===== src/rtl/fe_branch_predictor.sv =====
// fe_branch_predictor
//   Fetch-side branch predictor built from a direct-mapped branch target
//   buffer (BTB) and a pattern history table (PHT) of 2-bit saturating
//   counters. A lookup is purely combinational, so the predicted next fetch PC
//   is available in the same cycle as the fetch PC. The global history
//   register (BHR) is shifted speculatively on conditional-branch hits.
//   Each lookup's BHR snapshot is exported so it can travel down the pipe.
//   When AGEX resolves a branch, the snapshot comes back with the update so
//   the PHT entry and the history can be repaired.
//
// Configuration macro:
//   GSHARE_EN  defined   -> PHT index is PC bits XOR zero-extended history
//              undefined -> bimodal PHT index from PC bits only; BHR is still
//                           maintained and exported so the ports do not change
//
// Ports:
//   i_clk, i_reset       clock, synchronous active-high reset
//   i_fe_valid           fetch lookup valid this cycle
//   i_fe_stall           fetch stalled; suppresses the speculative BHR shift
//   i_fe_pc              fetch PC (word-aligned)
//   o_pred_taken         predicted taken
//   o_pred_next_pc       predicted next fetch PC
//   o_pred_bhr           BHR value used for this lookup
//   i_upd_valid          AGEX resolution valid (branches and jumps only)
//   i_upd_is_cond        1 = conditional branch, 0 = JAL/JALR
//   i_upd_pc             PC of the resolved instruction
//   i_upd_taken          actual direction (1 for jumps)
//   i_upd_target         actual target
//   i_upd_bhr            BHR snapshot returned with the instruction
//   i_upd_mispred        AGEX mispredict flag
//   o_stat_mispred       running count of mispredict updates (wraps)

module fe_branch_predictor #(
  parameter int DBITS        = 32,
  parameter int BTB_IDX_BITS = 4,
  parameter int PHT_IDX_BITS = 6,
  parameter int BHR_BITS     = 6
) (
  input  logic                i_clk,
  input  logic                i_reset,
  input  logic                i_fe_valid,
  input  logic                i_fe_stall,
  input  logic [DBITS-1:0]    i_fe_pc,
  output logic                o_pred_taken,
  output logic [DBITS-1:0]    o_pred_next_pc,
  output logic [BHR_BITS-1:0] o_pred_bhr,
  input  logic                i_upd_valid,
  input  logic                i_upd_is_cond,
  input  logic [DBITS-1:0]    i_upd_pc,
  input  logic                i_upd_taken,
  input  logic [DBITS-1:0]    i_upd_target,
  input  logic [BHR_BITS-1:0] i_upd_bhr,
  input  logic                i_upd_mispred,
  output logic [31:0]         o_stat_mispred
);

  localparam int TAG_BITS    = DBITS - BTB_IDX_BITS - 2;
  localparam int BTB_ENTRIES = 1 << BTB_IDX_BITS;
  localparam int PHT_ENTRIES = 1 << PHT_IDX_BITS;

  logic                    r_btbValid [BTB_ENTRIES];
  logic                    r_btbUnc   [BTB_ENTRIES];
  logic [TAG_BITS-1:0]     r_btbTag   [BTB_ENTRIES];
  logic [DBITS-1:0]        r_btbTgt   [BTB_ENTRIES];
  logic [1:0]              r_pht      [PHT_ENTRIES];
  logic [BHR_BITS-1:0]     r_bhr;
  logic [31:0]             r_statMispred;

  logic [BTB_IDX_BITS-1:0] w_lookupBidx;
  logic [TAG_BITS-1:0]     w_lookupTag;
  logic [PHT_IDX_BITS-1:0] w_lookupPidx;
  logic                    w_lookupHit;
  logic                    w_lookupUnc;
  logic                    w_bhrShift;
  logic [BTB_IDX_BITS-1:0] w_updBidx;
  logic [TAG_BITS-1:0]     w_updTag;
  logic [PHT_IDX_BITS-1:0] w_updPidx;
  logic                    w_updRecover;
  logic                    w_unusedUpdPcBits;

  // Word-aligned PCs: the two low bits of the update PC never select anything.
  assign w_unusedUpdPcBits = ^i_upd_pc[1:0];

  assign w_lookupBidx = i_fe_pc[BTB_IDX_BITS+1:2];
  assign w_lookupTag  = i_fe_pc[DBITS-1:BTB_IDX_BITS+2];
  assign w_updBidx    = i_upd_pc[BTB_IDX_BITS+1:2];
  assign w_updTag     = i_upd_pc[DBITS-1:BTB_IDX_BITS+2];

  // The update index must be formed the same way as the lookup index.
  // The returned snapshot stands in for the history that was live at fetch.
`ifdef GSHARE_EN
  assign w_lookupPidx = i_fe_pc[PHT_IDX_BITS+1:2] ^ PHT_IDX_BITS'(r_bhr);
  assign w_updPidx    = i_upd_pc[PHT_IDX_BITS+1:2] ^ PHT_IDX_BITS'(i_upd_bhr);
`else
  assign w_lookupPidx = i_fe_pc[PHT_IDX_BITS+1:2];
  assign w_updPidx    = i_upd_pc[PHT_IDX_BITS+1:2];
`endif

  // Zero-cycle lookup against the table contents as they stand before the
  // clock edge. Unconditional jumps are always taken once they are in the BTB.
  assign w_lookupHit    = r_btbValid[w_lookupBidx] && (r_btbTag[w_lookupBidx] == w_lookupTag);
  assign w_lookupUnc    = r_btbUnc[w_lookupBidx];
  assign o_pred_taken   = i_fe_valid && !i_reset && w_lookupHit &&
                          (w_lookupUnc || r_pht[w_lookupPidx][1]);
  assign o_pred_next_pc = o_pred_taken ? r_btbTgt[w_lookupBidx] : (i_fe_pc + DBITS'(4));
  assign o_pred_bhr     = r_bhr;
  assign o_stat_mispred = r_statMispred;

  // Only conditional-branch hits feed the history; jumps carry no direction
  // information worth remembering.
  assign w_bhrShift   = i_fe_valid && !i_fe_stall && w_lookupHit && !w_lookupUnc;
  assign w_updRecover = i_upd_valid && i_upd_mispred;

  // The history register and the mispredict counter.
  // On recovery the snapshot is restored. For a conditional branch, the
  // branch's true outcome is appended, as the speculative shift would have.
  // Recovery overrides any shift from the concurrent lookup.
  always_ff @(posedge i_clk) begin
    if (i_reset) begin
      r_bhr         <= '0;
      r_statMispred <= '0;
    end else begin
      if (w_updRecover) begin
        r_bhr         <= i_upd_is_cond ? {i_upd_bhr[BHR_BITS-2:0], i_upd_taken} : i_upd_bhr;
        r_statMispred <= r_statMispred + 32'd1;
      end else if (w_bhrShift) begin
        r_bhr <= {r_bhr[BHR_BITS-2:0], o_pred_taken};
      end
    end
  end

  // BTB valid bits and PHT counters.
  // Reset clears every valid bit and sets every counter to weakly not-taken.
  // Counters saturate at both ends so one outlier does not flip a strong bias.
  always_ff @(posedge i_clk) begin
    if (i_reset) begin
      for (int i = 0; i < BTB_ENTRIES; i++) begin
        r_btbValid[i] <= 1'b0;
      end
      for (int i = 0; i < PHT_ENTRIES; i++) begin
        r_pht[i] <= 2'b01;
      end
    end else begin
      if (i_upd_valid && i_upd_taken) begin
        r_btbValid[w_updBidx] <= 1'b1;
      end
      if (i_upd_valid && i_upd_is_cond) begin
        if (i_upd_taken) begin
          if (r_pht[w_updPidx] != 2'b11) begin
            r_pht[w_updPidx] <= r_pht[w_updPidx] + 2'd1;
          end
        end else begin
          if (r_pht[w_updPidx] != 2'b00) begin
            r_pht[w_updPidx] <= r_pht[w_updPidx] - 2'd1;
          end
        end
      end
    end
  end

  // BTB payload: tag, target and the unconditional flag.
  // The valid bit alone qualifies an entry, so this payload needs no reset.
  // A not-taken branch leaves the BTB untouched, so a taken target it
  // learned earlier is kept.
  always_ff @(posedge i_clk) begin
    if (!i_reset && i_upd_valid && i_upd_taken) begin
      r_btbTag[w_updBidx] <= w_updTag;
      r_btbTgt[w_updBidx] <= i_upd_target;
      r_btbUnc[w_updBidx] <= !i_upd_is_cond;
    end
  end

endmodule


===== config.mk =====
export PLATFORM = sky130hd
export DESIGN_NAME = fe_branch_predictor
export DESIGN_NICKNAME = d
export VERILOG_FILES = /design/src/rtl/fe_branch_predictor.sv
export SDC_FILE = /design/constraint.sdc
export NUM_CORES = 1
export LEC_CHECK = 0
export ABC_AREA = 1
export BUFFER_PORTS_ARGS = -buffer_cell sky130_fd_sc_hd__buf_2
export CAP_MARGIN = 20
export CELL_PAD_IN_SITES_DETAIL_PLACEMENT = 1
export CELL_PAD_IN_SITES_GLOBAL_PLACEMENT = 2
export CORE_UTILIZATION = 45
export CTS_CLUSTER_SIZE = 10
export DETAILED_ROUTE_END_ITERATION = 10
export GPL_ROUTABILITY_DRIVEN = 0
export PLACE_DENSITY = 0.81
export SLEW_MARGIN = 20
export SYNTH_ARGS = -nofsm -noshare
export SYNTH_HDL_FRONTEND = slang
export SYNTH_SLANG_ARGS = --single-unit

===== constraint.sdc =====
create_clock -name i_clk -period 12.8 [get_ports i_clk]
set_input_delay 2.56 -clock i_clk [delete_from_list [all_inputs] [get_ports i_clk]]
set_output_delay 2.56 -clock i_clk [all_outputs]
set_load 0.01 [all_outputs]

==> metrics.cfg <==
[synth]
ys_ff_latch=1126
synth_cell_types=44
synth_area_leaders=edfxtp_1, nand2_1, nor2_1
netlist_instances=4514
synth_top_cell_by_area=edfxtp_1
ys.flop_type=edfxtp_1
postSynthAreaPerCell_um2=10.81
synthArstFlopShare_pct=0
seq_area_frac_synth_pct=68.18
syn_area_um2=48800
synthesis.nets=4626
yosys_warnings=0
netlist.area_leader.share_pct=65.96
synth_edf_count=1072

[clock_network]
postCtsResizedCells=0
clockRootBuffer=clkbuf_16
cts_tree=done
cts_max_level=4
numClockSinks=1126
cts_made_buffers=134
clk_latency_ns=0.75
clock_path_buffers=3
post-cts-setup-buffers=0
holdBufCountCts=0
clk_pin_slew_ns=0.05

[timing]
final-max-slew-violation-count=0
grt_setup_unrepaired=false
finalSetupTns_ns=0
max_freq_ghz=0.09938
min_period_ns=10.06
finClkSkew_ns=0.01845
finalSetupViolCount=0
final_hold_viol_count=0
tightestPinTransition_ns=1.228
fin_crit_sh_pct=78.61
maxSlewHeadroom_pct=17.81

[critical_path]
cpMostUsedCell=nand2_1
worst_path_largest_cell_delay_ns=0.86
start_kind=input port
critPathArrivalTime_ns=7.50
path_delay_family=simple AND/OR/NAND/NOR gates
critPathSlowestCell=o21ai_0
end_kind=output pin
cp_max_fo=170
crit_required_ns=10.24
crit_type=input port to output pin
crit_chain=buf_8 -> inv_16 -> buf_4 -> nand2_1 -> nand3_1 -> nand2_1 -> nand2_1 -> nand2_1 -> inv_1 -> nand2_1 -> nand2_1 -> nand2_1 -> inv_1 -> nand2_1 -> nor2_1 -> nand3_1 -> nor2_2 -> nand2_4 -> o21ai_0 -> inv_1 -> buf_2
timing.critical_path.buf_inv=7

[floorplan]
start_util_pct=45.46
ios=181
num_rows=120
die_w_um=331.3
die_h_um=331.3
die_area_um2=109800
core_area_um2=107400

[layout]
design_area_um2=54720
drive_gt1_share_pct=9.619
fillCellCount=11370
stdcell_count=6086
utilization_pct=50.98
multi_input_comb_area_um2=12920
nNetsFinal=4727
area.growth.synth_to_final_pct=12.13
seq_area_um2=33270

[power]
leakage_uw=0.01994
power_uw=8094
power_density_nw_per_um2=147.9
max-vdd-ir-drop_v=0.00008482

[global_routing]
grt_pass1_wl_mm=224.8
grt_pass1_vias=35550
grt_antenna_before_repair=14
track_usage_pct=27.49
grt_max_degree=172
overflow=0

[drt]
vias=35030
wirelength_mm=151.5
ant_nets=0
vias_per_cell=5.755
first_pass_iters=7
drc=0
drt_iter0_markers=2995
routedWlPerCell_um=24.89

[placement]
dp.cells=5881
post_dp_cell_area_um2=50830
io_buffers=178
hpwl_mm=84.91

[job]
maxCapViolCount=0

[hold_path]
hold_class=flip-flop to flip-flop

[run_status]
status=completed

stage by stage:
stage | hold WS, ns | worst slack, ns
floorplan | 0.4286 | 5.823
CTS | 0.4610 | 2.861
global route | 0.4895 | 2.528
finish | 0.4628 | 2.738
global placement | 0.4379 | 2.895
detailed placement | 0.4472 | 2.857
final cells by class:
type | instances | area share (%)
Sequential cell | 1126 | 60.80
Antenna cell | 5 | 0.02286
Timing Repair Buffer | 241 | 2.707
Multi-Input combinational cell | 2741 | 23.60
Clock buffer | 178 | 6.562
Clock inverter | 21 | 0.4961
Tap cell | 1403 | 3.208
Inverter | 371 | 2.602
cells in the final DEF (no fill, tap or decap), drive strengths merged, types with 2 or more instances in the layout:
| cell | Yosys | final |
|---|---|---|
| diode | 0 | 5 |
| a22oi | 66 | 66 |
| edfxtp | 1072 | 1072 |
| nor3 | 23 | 23 |
| o21ai | 421 | 421 |
| nand2 | 959 | 959 |
| o211ai | 32 | 32 |
| o21a | 3 | 3 |
| nand3 | 325 | 325 |
| nor4 | 12 | 12 |
| xor2 | 30 | 30 |
| clkinv | 5 | 21 |
| nand3b | 2 | 2 |
| a21oi | 56 | 56 |
| dfxtp | 54 | 54 |
| xnor2 | 2 | 2 |
| ha | 2 | 2 |
| inv | 366 | 370 |
| clkbuf | 128 | 178 |
| a32o | 16 | 16 |
| buf | 148 | 241 |
| nor2 | 565 | 565 |
| nor3b | 2 | 2 |
| o22ai | 100 | 100 |
| nand4 | 76 | 76 |
| o221ai | 43 | 43 |
flip-flops by register name (all words and copies together) (netlist names):
signal,flops
o_pred_bhr,6
o_stat_mispred,32
r_btbTag,416
r_btbTgt,512
r_btbUnc,16
r_btbValid,16
r_pht,128
worst min-delay path: stages, from the launching register on:
cell and delay (ns):
dfxtp_1 0.32, nand2_1 0.05, o21ai_0 0.06
per-layer routing:
layer  share of wire, %  up-vias  GRT usage, %
met3                5.9      216         3.712
met1                 44    17790         37.85
met5              0.030        -             0
met2                 48     1068         45.43
met4                2.4        8         8.293
li1                   -    15950             -
report_power, final:
group | internal [µW] | switching [µW] | leakage, µW
clock | 1980 | 1470 | 0.00187
sequential | 4060 | 10.7 | 0.0100
combinational | 138 | 431 | 0.00803
synth_stat cells, types with 2 or more instances:
cell type / instances
buf_1: 17
ha_1: 2
o21ai_1: 65
o21ai_0: 356
nand2_1: 956
nor2_1: 555
clkbuf_1: 128
nor2_4: 2
nor2_2: 8
o211ai_1: 32
buf_4: 28
clkinv_1: 5
nor4_1: 12
nand3b_1: 2
nand3_1: 323
dfxtp_1: 54
o22ai_1: 100
nand3_2: 2
a32o_1: 16
nor3b_1: 2
o21a_1: 3
xnor2_1: 2
edfxtp_1: 1072
nand4_1: 75
a22oi_1: 66
buf_6: 14
buf_2: 89
nor3_1: 22
o221ai_1: 43
inv_2: 16
xor2_1: 30
a21oi_1: 56
nand2_2: 2
inv_1: 349
logic make-up (layout without fill, tap and decap cells):
logic type / count (synthesis) / after routing / share of synthesized area, %
fa+ha+maj: 2 / 2 / 0.05127
simple gates: 1966 / 1966 / 16.66
compound gates: 741 / 741 / 8.894
xor+xnor: 32 / 32 / 0.5743
flops: 1126 / 1126 / 68.18
buf+inv: 647 / 811 / 5.640
other cells: 0 / 5 / 0
final timing paths:
kind	to	slack (ns)	depth (start not counted)	from
worst max-delay path	o_pred_next_pc[10]	2.74	21	i_fe_pc[2]
worst min-delay path	r_btbValid[9]	0.46	2	r_btbValid[9]
worst max register to register	r_pht[27][1]	9.00	12	r_pht[59][0]
worst min register to register	r_btbValid[9]	0.46	2	r_btbValid[9]
Power figures use the tool's default switching activity.
